--- config.mk ---
export PLATFORM = sky130hd
export DESIGN_NAME = mem_wb_stage
export DESIGN_NICKNAME = d
export VERILOG_FILES = /design/src/rtl/mem_wb_stage.sv
export SDC_FILE = /design/constraint.sdc
export NUM_CORES = 1
export LEC_CHECK = 0
export CORE_MARGIN = 2
export CORE_UTILIZATION = 45
export CTS_BUF_LIST = sky130_fd_sc_hd__clkbuf_4
export DETAILED_ROUTE_END_ITERATION = 7
export HOLD_SLACK_MARGIN = 0.15
export MAX_ROUTING_LAYER = met4
export PLACE_DENSITY = 0.8
export REMOVE_ABC_BUFFERS = 1
export SLEW_MARGIN = 30
export SYNTH_ARGS = -nofsm -noshare
export SYNTH_HDL_FRONTEND = slang
export SYNTH_SLANG_ARGS = --single-unit
--- constraint.sdc ---
create_clock -name clk -period 2.3 [get_ports clk]
set_input_delay 0.575 -clock clk [delete_from_list [all_inputs] [get_ports clk]]
set_output_delay 0.575 -clock clk [all_outputs]
set_load 0.05 [all_outputs]
--- src/rtl/mem_wb_stage.sv ---
// MEM/WB pipeline register and write-back formatter.
// Aligns sub-word loads and selects the register-file write data.
module mem_wb_stage (
  input  logic        clk,
  input  logic        Reset,
  input  logic        En,
  input  logic        Flush,
  input  logic [31:0] M_PC,
  input  logic [31:0] M_ALUOut,
  input  logic [31:0] M_DMRead,
  input  logic [4:0]  M_A3,
  input  logic        M_RegWrite,
  input  logic [1:0]  M_WBSel,
  input  logic [2:0]  M_LoadType,
  output logic [31:0] W_PC,
  output logic [4:0]  W_A3,
  output logic        W_RegWrite,
  output logic [31:0] W_WD,
  output logic        W_FwdValid,
  output logic        W_AdEL
);

  typedef struct packed {
    logic [31:0] pc;
    logic [31:0] alu;
    logic [31:0] dm;
    logic [4:0]  a3;
    logic        rw;
    logic [1:0]  wbsel;
    logic [2:0]  lt;
  } mw_t;

  mw_t r;

  // Zero is a NOP: no write, ALU select, lw format.
  always_ff @(posedge clk) begin
    if (Reset || Flush) begin
      r <= '0;
    end else if (En) begin
      r <= '{pc: M_PC, alu: M_ALUOut, dm: M_DMRead,
             a3: M_A3, rw: M_RegWrite,
             wbsel: M_WBSel, lt: M_LoadType};
    end
  end

  logic [1:0]  off;
  logic [15:0] half;
  logic [7:0]  byt;
  logic [31:0] ld;
  logic        is_half;
  logic        is_byte;
  logic        is_load;
  logic        adel;

  assign off     = r.alu[1:0];
  assign is_half = (r.lt == 3'd1) || (r.lt == 3'd2);
  assign is_byte = (r.lt == 3'd3) || (r.lt == 3'd4);
  assign is_load = (r.wbsel == 2'd1);

  always_comb begin
    half = off[1] ? r.dm[31:16] : r.dm[15:0];
    byt  = r.dm[7:0];
    unique case (off)
      2'd0: byt = r.dm[7:0];
      2'd1: byt = r.dm[15:8];
      2'd2: byt = r.dm[23:16];
      2'd3: byt = r.dm[31:24];
      default: byt = r.dm[7:0];
    endcase
  end

  always_comb begin
    ld = r.dm;
    unique case (r.lt)
      3'd1: ld = {{16{half[15]}}, half};
      3'd2: ld = {16'h0, half};
      3'd3: ld = {{24{byt[7]}}, byt};
      3'd4: ld = {24'h0, byt};
      default: ld = r.dm;
    endcase
  end

  // Unlisted load types behave as lw, so they need word alignment.
  assign adel = is_load &&
                ((!is_half && !is_byte && off != 2'd0) ||
                 (is_half && off[0]));

  always_comb begin
    W_WD = r.alu;
    unique case (r.wbsel)
      2'd1: W_WD = ld;
      2'd2: W_WD = r.pc + 32'd8;
      default: W_WD = r.alu;
    endcase
    if (adel) W_WD = 32'h0;
  end

  assign W_PC       = r.pc;
  assign W_A3       = r.a3;
  assign W_AdEL     = adel;
  assign W_RegWrite = r.rw && !adel;
  assign W_FwdValid = W_RegWrite && (r.a3 != 5'd0);

endmodule

Word-level counts from Yosys, hierarchy flattened
Cells that the tools add are included.
{"block": "totals", "wordCells": 38, "out_inout_bits": 72, "romBits": 0, "input_bits": 111, "latchBits": 0, "ramBits": 0, "n_memories": 0, "reg_bits": 107}
{"block": "classes", "bitwise_logic": 0, "n_div": 0, "magnitude_cmp": 0, "n_reduce_logical": 16, "n_eq_ne": 9, "add_sub_neg": 1, "mul": 0, "n_mux": 5, "shifts": 0}
{"op": "$pmux 32 s4", "n": 1}
{"op": "$pmux 32 s2", "n": 1}
{"op": "$add 32x4->32 const B", "n": 1}
{"op": "$mux 32", "n": 1}
{"op": "$pmux 8 s4", "n": 1}
{"op": "$mux 16", "n": 1}
{"op": "$eq 2x2->1 const B", "n": 3}
{"op": "$eq 3x2->1 const B", "n": 2}
{"op": "$logic_and 1x1->1", "n": 6}
{"op": "$reduce_bool 5->1", "n": 1}
{"op": "$eq 2x1->1 const B", "n": 2}
{"op": "$logic_or 1x1->1", "n": 4}
{"op": "$eq 3x1->1 const B", "n": 1}
{"op": "$eq 3x3->1 const B", "n": 1}
{"op": "$logic_not 1->1", "n": 3}
{"op": "$logic_not 2->1", "n": 1}
{"op": "$reduce_bool 2->1", "n": 1}

Longest topological paths before layout
Gate-level depths: netlist (run 1).
{"block": "logic_depth", "depth_word": 10, "ltp_mapped": 9, "ltp_nobuf": 8}

Worst setup path after synthesis (run 1)
No wires, ideal clock.
{"block": "synth_timing", "kind": "register to output", "start": "register r, in the netlist W_PC[6]", "end": "output W_WD[18]", "n_path_buf": 1, "t_required_ns": 1.725, "setup_slack_ns": -1.095, "path_stages_with_launch": 7, "t_arrival_ns": 2.820, "cell_sequence": "dfxtp_1 > nand4_4 > or4_4 > buf_6 > nor3_1 > o21ai_1 > a311oi_1"}
{"block": "synth_via", "elab_chain_len": 3}
{"item": "start: declaration", "line": "33", "source": "mw_t r;"}
{"item": "start signal: assignment", "line": "40", "source": "r <= '{pc: M_PC, alu: M_ALUOut, dm: M_DMRead,"}
{"item": "$add 32x4->32", "line": "92", "source": "2'd2: W_WD = r.pc + 32'd8;"}
{"item": "$pmux 32 s2", "line": "90", "source": "unique case (r.wbsel)"}
{"item": "$mux 32", "line": "95", "source": "if (adel) W_WD = 32'h0;"}
{"item": "end: declaration", "line": "18", "source": "output logic [31:0] W_WD,"}
No other way between the ends.

Worst setup path after layout (run 1)
{"block": "layout_timing", "start": "register r[4] in the netlist's numbering", "end": "output W_WD[5]"}
{"block": "layout_via", "elab_chain_len": 3, "word_cells_on_any_way": 5, "cone_classes": "eq/ne (2); mux (2); reduce/logical (1)"}
{"item": "$eq 2x2->1 / $eq 2x1->1 (equally long branches)", "line": "90, 58"}
{"item": "$pmux 32 s2 / $logic_and 1x1->1 (equally long branches)", "line": "90, 84"}
{"item": "$mux 32 *", "line": "95"}
Every way passes the cells marked *; elsewhere a longest branch is shown, timed or not.

==> results.toml, run 1 <==
[global_route]
first_global_vias = 6474
overflow = 0
grt_first_pass_wirelength_microns = 33500
grt_usage_pct = 29.8
grt_max_degree = 44
antenna_found_initial = 0

[setup_path]
rr_startpoint = "W_PC[16]"
cp_num_buf_inv = 5
cp.required_ns = 1.73
path_class = "reg2out"
rr_worst_depth = 4
crit_path_frequent_cell = "buf_4"
arrival_ns = 2.51
r2r_setup_slack_ns = 1.39
path_depth = 10
cpPeakStageDelay_ns = 0.36
crit_path_top_delay_cell = "dfxtp_2"
rr_endpoint = "W_PC[16]"
crit_chain = "buf_4 -> ha_1 -> buf_6 -> nor2_1 -> buf_4 -> a22o_1 -> a31oi_1 -> a21oi_1 -> buf_4 -> buf_12"
cp-end-kind = "primary output"
startpoint_type = "flip-flop"
cp_max_fo = 4
critPathTopFamily = "buffers and inverters"

[synthesis]
ys_warn_count = 0
synth_cell_types = 67
synth_edf_count = 0
synth_area_leader_cell = "dfxtp_1"
netlist_instances = 747
synth_top_area_share_pct = 34.1
avgSynthCellArea_sq_um = 8.40
synth_area_leaders = "dfxtp_1, mux2i_1, nor2_1, buf_4, o21ai_0"
yosysSeqAreaShare_pct = 34.1
syn-cell-area_sq_um = 6280
async_reset_ff_share_pct = 0
ys.flop_type = "dfxtp_1"
synth-seq-cells = 107

[pwr]
p_switching_mw = 1.35
pwr_density_cell_nw_per_um2 = 411
irDropWorstVdd_mv = 0.412
seqPwrFrac_pct = 46.7
clkPwrFrac_pct = 22.6
intPower_mw = 2.89
cellLeakagePower_nw = 4.42
pwr-share-comb_pct = 30.8
netSwitchingFraction_pct = 31.8

[placement]
pre_cts_slack_ns = -0.404
hpwl_microns = 15500
portBuffers = 182
placed_cell_area_sq_um = 9170
gp_congestion = 0.978

[clocking]
clock_path_buffers = 2
cts.sinks = 107
cts-htree-levels = 3
worstSkewPairLatency_ns = 0.51
hold_buffers = 0
cts_buffers = 9
clkTransAtPathRegs_ns = 0.16
cts_tree = "done"
root_buffer = "clkbuf_4"

[timing]
timing.slew.headroom_pct = 66.8
post-route-min-period_ns = 3.08
hold_viol_final = 0
worst_pin_slew_ns = 0.498
setup_viol = 35
setup-tns-final_ns = -24.25
post-route-period-util_pct = 134
fmax_ghz = 0.325
layout_setup_ws_ns = -0.781
drv_slew = 0
rsz0062_at_grt = "yes"
final.setup_skew_ns = 0

[die]
die-width_microns = 122
row_count = 43
die_area_sq_um = 14900
fp.dieH_microns = 122
core-area_sq_um = 13800
initial_core_util_pct = 45.6
pin_count = 183

[cells_and_area]
drive_gt1_share_pct = 31.1
layout_commonest_cell = "nor2_1"
nets = 1109
insertedDiodeCount = 0
final_cell_mix = "nor2_1, mux2i_1, clkdlybuf4s50_1, buf_4, dfxtp_1"
fin_area_sq_um = 10300
area_delta_synth_final_pct = 64.2

[detailed_routing]
vias = 6827
drcViolationCount = 0
routedWlPerCell_microns = 19.2
dr.pass1.iters = 6
first_iter_violations = 611
wl_microns = 22600
viasPerCell = 5.80
postRouteAntennaNets = 0

[worst_hold_path]
holdPathEnd = "r[63]"
hold_class = "reg2reg"
hold_depth = 2
hold_start = "r[63]"

[outcome]
violations = "negative setup slack"
status = "complete, but fails checks"

[run]
maxCapViolCount = 0
[worst register-to-register path: stages (launching register included)]
cell     delay [ns]
dfxtp_2        0.37
buf_4          0.13
buf_4          0.14
mux2i_1        0.13
nor2_1         0.06
[worst max path at each step]
stage,slack (ns),startpoint,to
6_report,-0.78,r[4],W_WD[5]
5_1_grt,-0.85,W_PC[8],W_WD[20]
4_1_cts,-0.80,W_PC[9],W_WD[18]
3_5_place_dp,-0.40,W_PC[9],W_WD[20]
3_3_place_gp,-0.38,r[2],W_WD[0]
2_1_floorplan,-1.49,W_PC[7],W_WD[18]
[cell type report]
type                    count  area, sq um
multi-input cells         538         4180
repair buffers            330         3560
fillers                   988         3470
flip-flops and latches    107         2170
well taps                 180          225
clock buffers               9         67.6
clock inverters             5         56.3
inverters                   9         48.8
[metal layers]
metal  vias up  share of wire, %  GRT usage [%]
met1      3239                41           37.2
met5         -                 0              -
met2       360                47           47.9
met3        74               8.3           5.34
li1       3154                 -              -
met4         0               3.6           11.6
[power by group through the flow]
stage / clock network (mW) / logic (mW) / registers (mW)
finish: 0.955 / 1.30 / 1.98
detailed placement: 0 / 1.21 / 2.01
CTS: 0.980 / 1.24 / 1.97
floorplan: 0 / 0.439 / 2.08
global route: 1.04 / 1.36 / 1.98
global placement: 0 / 1.19 / 2.01
[cells by family (layout without fill, tap and decap cells)]
logic type | after synthesis | after routing | share of synthesized area [%]
fa+ha+maj | 4 | 4 | 0.758
buf+inv | 105 | 353 | 8.67
xor+xnor | 16 | 16 | 2.23
mux | 118 | 118 | 19.1
simple gates | 238 | 241 | 18.3
compound gates | 159 | 159 | 16.9
flops | 107 | 107 | 34.1
[metrics by stage]
step	util (%)	hold WS, ns	instances	total power [mW]
final	74.8	0.514	1178	4.24
after global routing	74.8	0.522	1178	4.39
after CTS	72.1	0.516	1166	4.20
after detailed placement	66.6	0.482	1133	3.22
after global placement	66.6	0.464	1133	3.20
after floorplan	-	0.452	651	2.52
[synthesized netlist by cell type, types with 6 or more instances]
cell type / count
a21oi_1: 19
a31oi_1: 12
a32oi_1: 7
buf_1: 13
buf_4: 37
clkbuf_1: 42
dfxtp_1: 107
inv_1: 7
mux2i_1: 115
nand2_1: 22
nand2b_1: 7
nand3_1: 24
nor2_1: 124
nor2b_1: 8
nor3_1: 8
nor4_1: 11
o211ai_1: 11
o21a_1: 16
o21ai_0: 35
o21ai_1: 18
o31a_1: 6
xnor2_1: 10
xor2_1: 6
[flip-flops by register name (all words and copies together), names as in the netlist]
| name | count |
|---|---|
| r | 68 |
| W_PC | 32 |
| W_A3 | 5 |
| off | 2 |
[timing repair]
| action | CTS | global route |
|---|---|---|
| setup endpoints to repair | 68 | 36 |
| hold endpoints to repair | 0 | 0 |
| gates cloned | 4 | 1 |
| pin swaps | 44 | 37 |
| setup buffers | 21 | 15 |
| gates resized for setup | 144 | 72 |
Power figures use the tool's default switching activity.
==> run 2, diff against run 1 <==
--- a/config.mk
+++ b/config.mk
@@ -12,7 +12,9 @@
 export HOLD_SLACK_MARGIN = 0.15
 export MAX_ROUTING_LAYER = met4
 export PLACE_DENSITY = 0.8
+export RECOVER_POWER = 100
 export REMOVE_ABC_BUFFERS = 1
+export SKIP_CTS_REPAIR_TIMING = 1
 export SLEW_MARGIN = 30
 export SYNTH_ARGS = -nofsm -noshare
 export SYNTH_HDL_FRONTEND = slang
==> results.toml, run 2 (synthesized netlist as in run 1, its figures left out) <==
[pwr]
seqPwrFrac_pct = 47.3
netSwitchingFraction_pct = 31.9
clkPwrFrac_pct = 22.7
p_switching_mw = 1.34
pwr-share-comb_pct = 30.0
irDropWorstVdd_mv = 0.401
intPower_mw = 2.85
cellLeakagePower_nw = 4.01
pwr_density_cell_nw_per_um2 = 424

[die]
die-width_microns = 122
initial_core_util_pct = 45.6
die_area_sq_um = 14900
fp.dieH_microns = 122
pin_count = 183
core-area_sq_um = 13800
row_count = 43

[setup_path]
cp_max_fo = 6
path_class = "reg2out"
startpoint_type = "flip-flop"
critPathTopFamily = "compound AO/OA/AOI/OAI gates"
cp_num_buf_inv = 4
cp-end-kind = "primary output"
cpPeakStageDelay_ns = 0.58
crit_chain = "inv_2 -> ha_4 -> buf_6 -> o21ai_2 -> a2111o_2 -> buf_6 -> o21a_1 -> o21ai_1 -> nand3_2 -> buf_12"
crit_path_frequent_cell = "buf_6"
cp.required_ns = 1.73
crit_path_top_delay_cell = "a2111o_2"
arrival_ns = 2.60

[detailed_routing]
dr.pass1.iters = 6
viasPerCell = 5.81
vias = 6753
postRouteAntennaNets = 0
wl_microns = 22500
routedWlPerCell_microns = 19.3
drcViolationCount = 0
first_iter_violations = 605

[clocking]
cts_buffers = 9
cts-htree-levels = 3
root_buffer = "clkbuf_4"
cts.sinks = 107
clkTransAtPathRegs_ns = 0.16
worstSkewPairLatency_ns = 0.50
clock_path_buffers = 2
cts_tree = "done"

[cells_and_area]
largest_register_ffs = 68
top_register = "r"
area_delta_synth_final_pct = 57.5
finish.utilization_pct = 71.8
final_cell_mix = "nor2_1, mux2i_1, clkdlybuf4s50_1, buf_4, dfxtp_1"
insertedDiodeCount = 0
fin_area_sq_um = 9890
nets = 1093
layout_commonest_cell = "nor2_1"
drive_gt1_share_pct = 30.2

[timing]
worst_pin_slew_ns = 1.43
final.setup_skew_ns = 0
drv_slew = 0
fin_hold_ws_ns = 0.515
post-route-min-period_ns = 3.18
layout_setup_ws_ns = -0.876
fmax_ghz = 0.315
setup-tns-final_ns = -26.55
hold_viol_final = 0
timing.slew.headroom_pct = 4.76
rsz0062_at_grt = "yes"
setup_viol = 58
post-route-period-util_pct = 138

[placement]
placed_cell_area_sq_um = 9170
pre_cts_slack_ns = -0.404
gp_congestion = 0.978
hpwl_microns = 15500
portBuffers = 182

[global_route]
grt_usage_pct = 27.4
grt_first_pass_wirelength_microns = 30900
first_global_vias = 6052
antenna_found_initial = 0
grt_max_degree = 44
overflow = 0

[outcome]
violations = "negative setup slack"
status = "complete, but fails checks"

[worst_hold_path]
hold_class = "reg2reg"

[run]
maxCapViolCount = 0
run 2: final timing paths:
kind                 from        to  slack, ns  depth (start not counted)
hold reg to reg     r[63]     r[63]       0.51                          2
setup reg to reg  W_PC[6]   W_PC[6]       1.43                          3
hold / removal      r[63]     r[63]       0.51                          2
setup / recovery     r[4]  W_WD[31]      -0.88                         10
run 2: cell type report:
cell class              count  area (sq um)
flip-flops and latches    107          2160
multi-input cells         538          4180
repair buffers            314          3160
well taps                 180           225
clock buffers               9          67.6
clock inverters             5          56.3
inverters                   9          38.8
fillers                  1054          3890
run 2: metrics by stage:
| step | instances | total power, mW |
|---|---|---|
| finish | 1162 | 4.19 |
| global route | 1162 | 4.35 |
| CTS | 1147 | 4.16 |
| detailed placement | 1133 | 3.22 |
| global placement | 1133 | 3.20 |
| floorplan | 651 | 2.52 |
run 2: tightest hold or removal path: cells and delay by family, from the launching register on:
family           cells  cell delay [ns]
multiplexers         1             0.06
AND/OR/NAND/NOR      1             0.08
flip-flops           1             0.35
run 2: routing by layer:
layer	vias to the layer above	GRT usage (%)	wire, microns
li1	3120	-	-
met3	82	5.52	1860
met5	-	-	0
met4	0	9.55	771
met1	3191	34.9	9250
met2	360	43.3	10600
run 2: power by group through the flow:
stage / Combinational [mW] / Sequential (mW) / Clock, mW
5_1_grt: 1.32 / 1.99 / 1.04
3_3_place_gp: 1.19 / 2.01 / 0
2_1_floorplan: 0.439 / 2.08 / 0
4_1_cts: 1.21 / 1.97 / 0.980
3_5_place_dp: 1.21 / 2.01 / 0
6_report: 1.26 / 1.98 / 0.951
==> run 3, diff against run 2 <==
--- a/config.mk
+++ b/config.mk
@@ -9,7 +9,7 @@
 export CORE_UTILIZATION = 45
 export CTS_BUF_LIST = sky130_fd_sc_hd__clkbuf_4
 export DETAILED_ROUTE_END_ITERATION = 7
-export HOLD_SLACK_MARGIN = 0.15
+export GPL_TIMING_DRIVEN = 1
 export MAX_ROUTING_LAYER = met4
 export PLACE_DENSITY = 0.8
 export RECOVER_POWER = 100
==> results of run 3 <==
No change in the layout: final DEF, timing and power equal those of run 2.
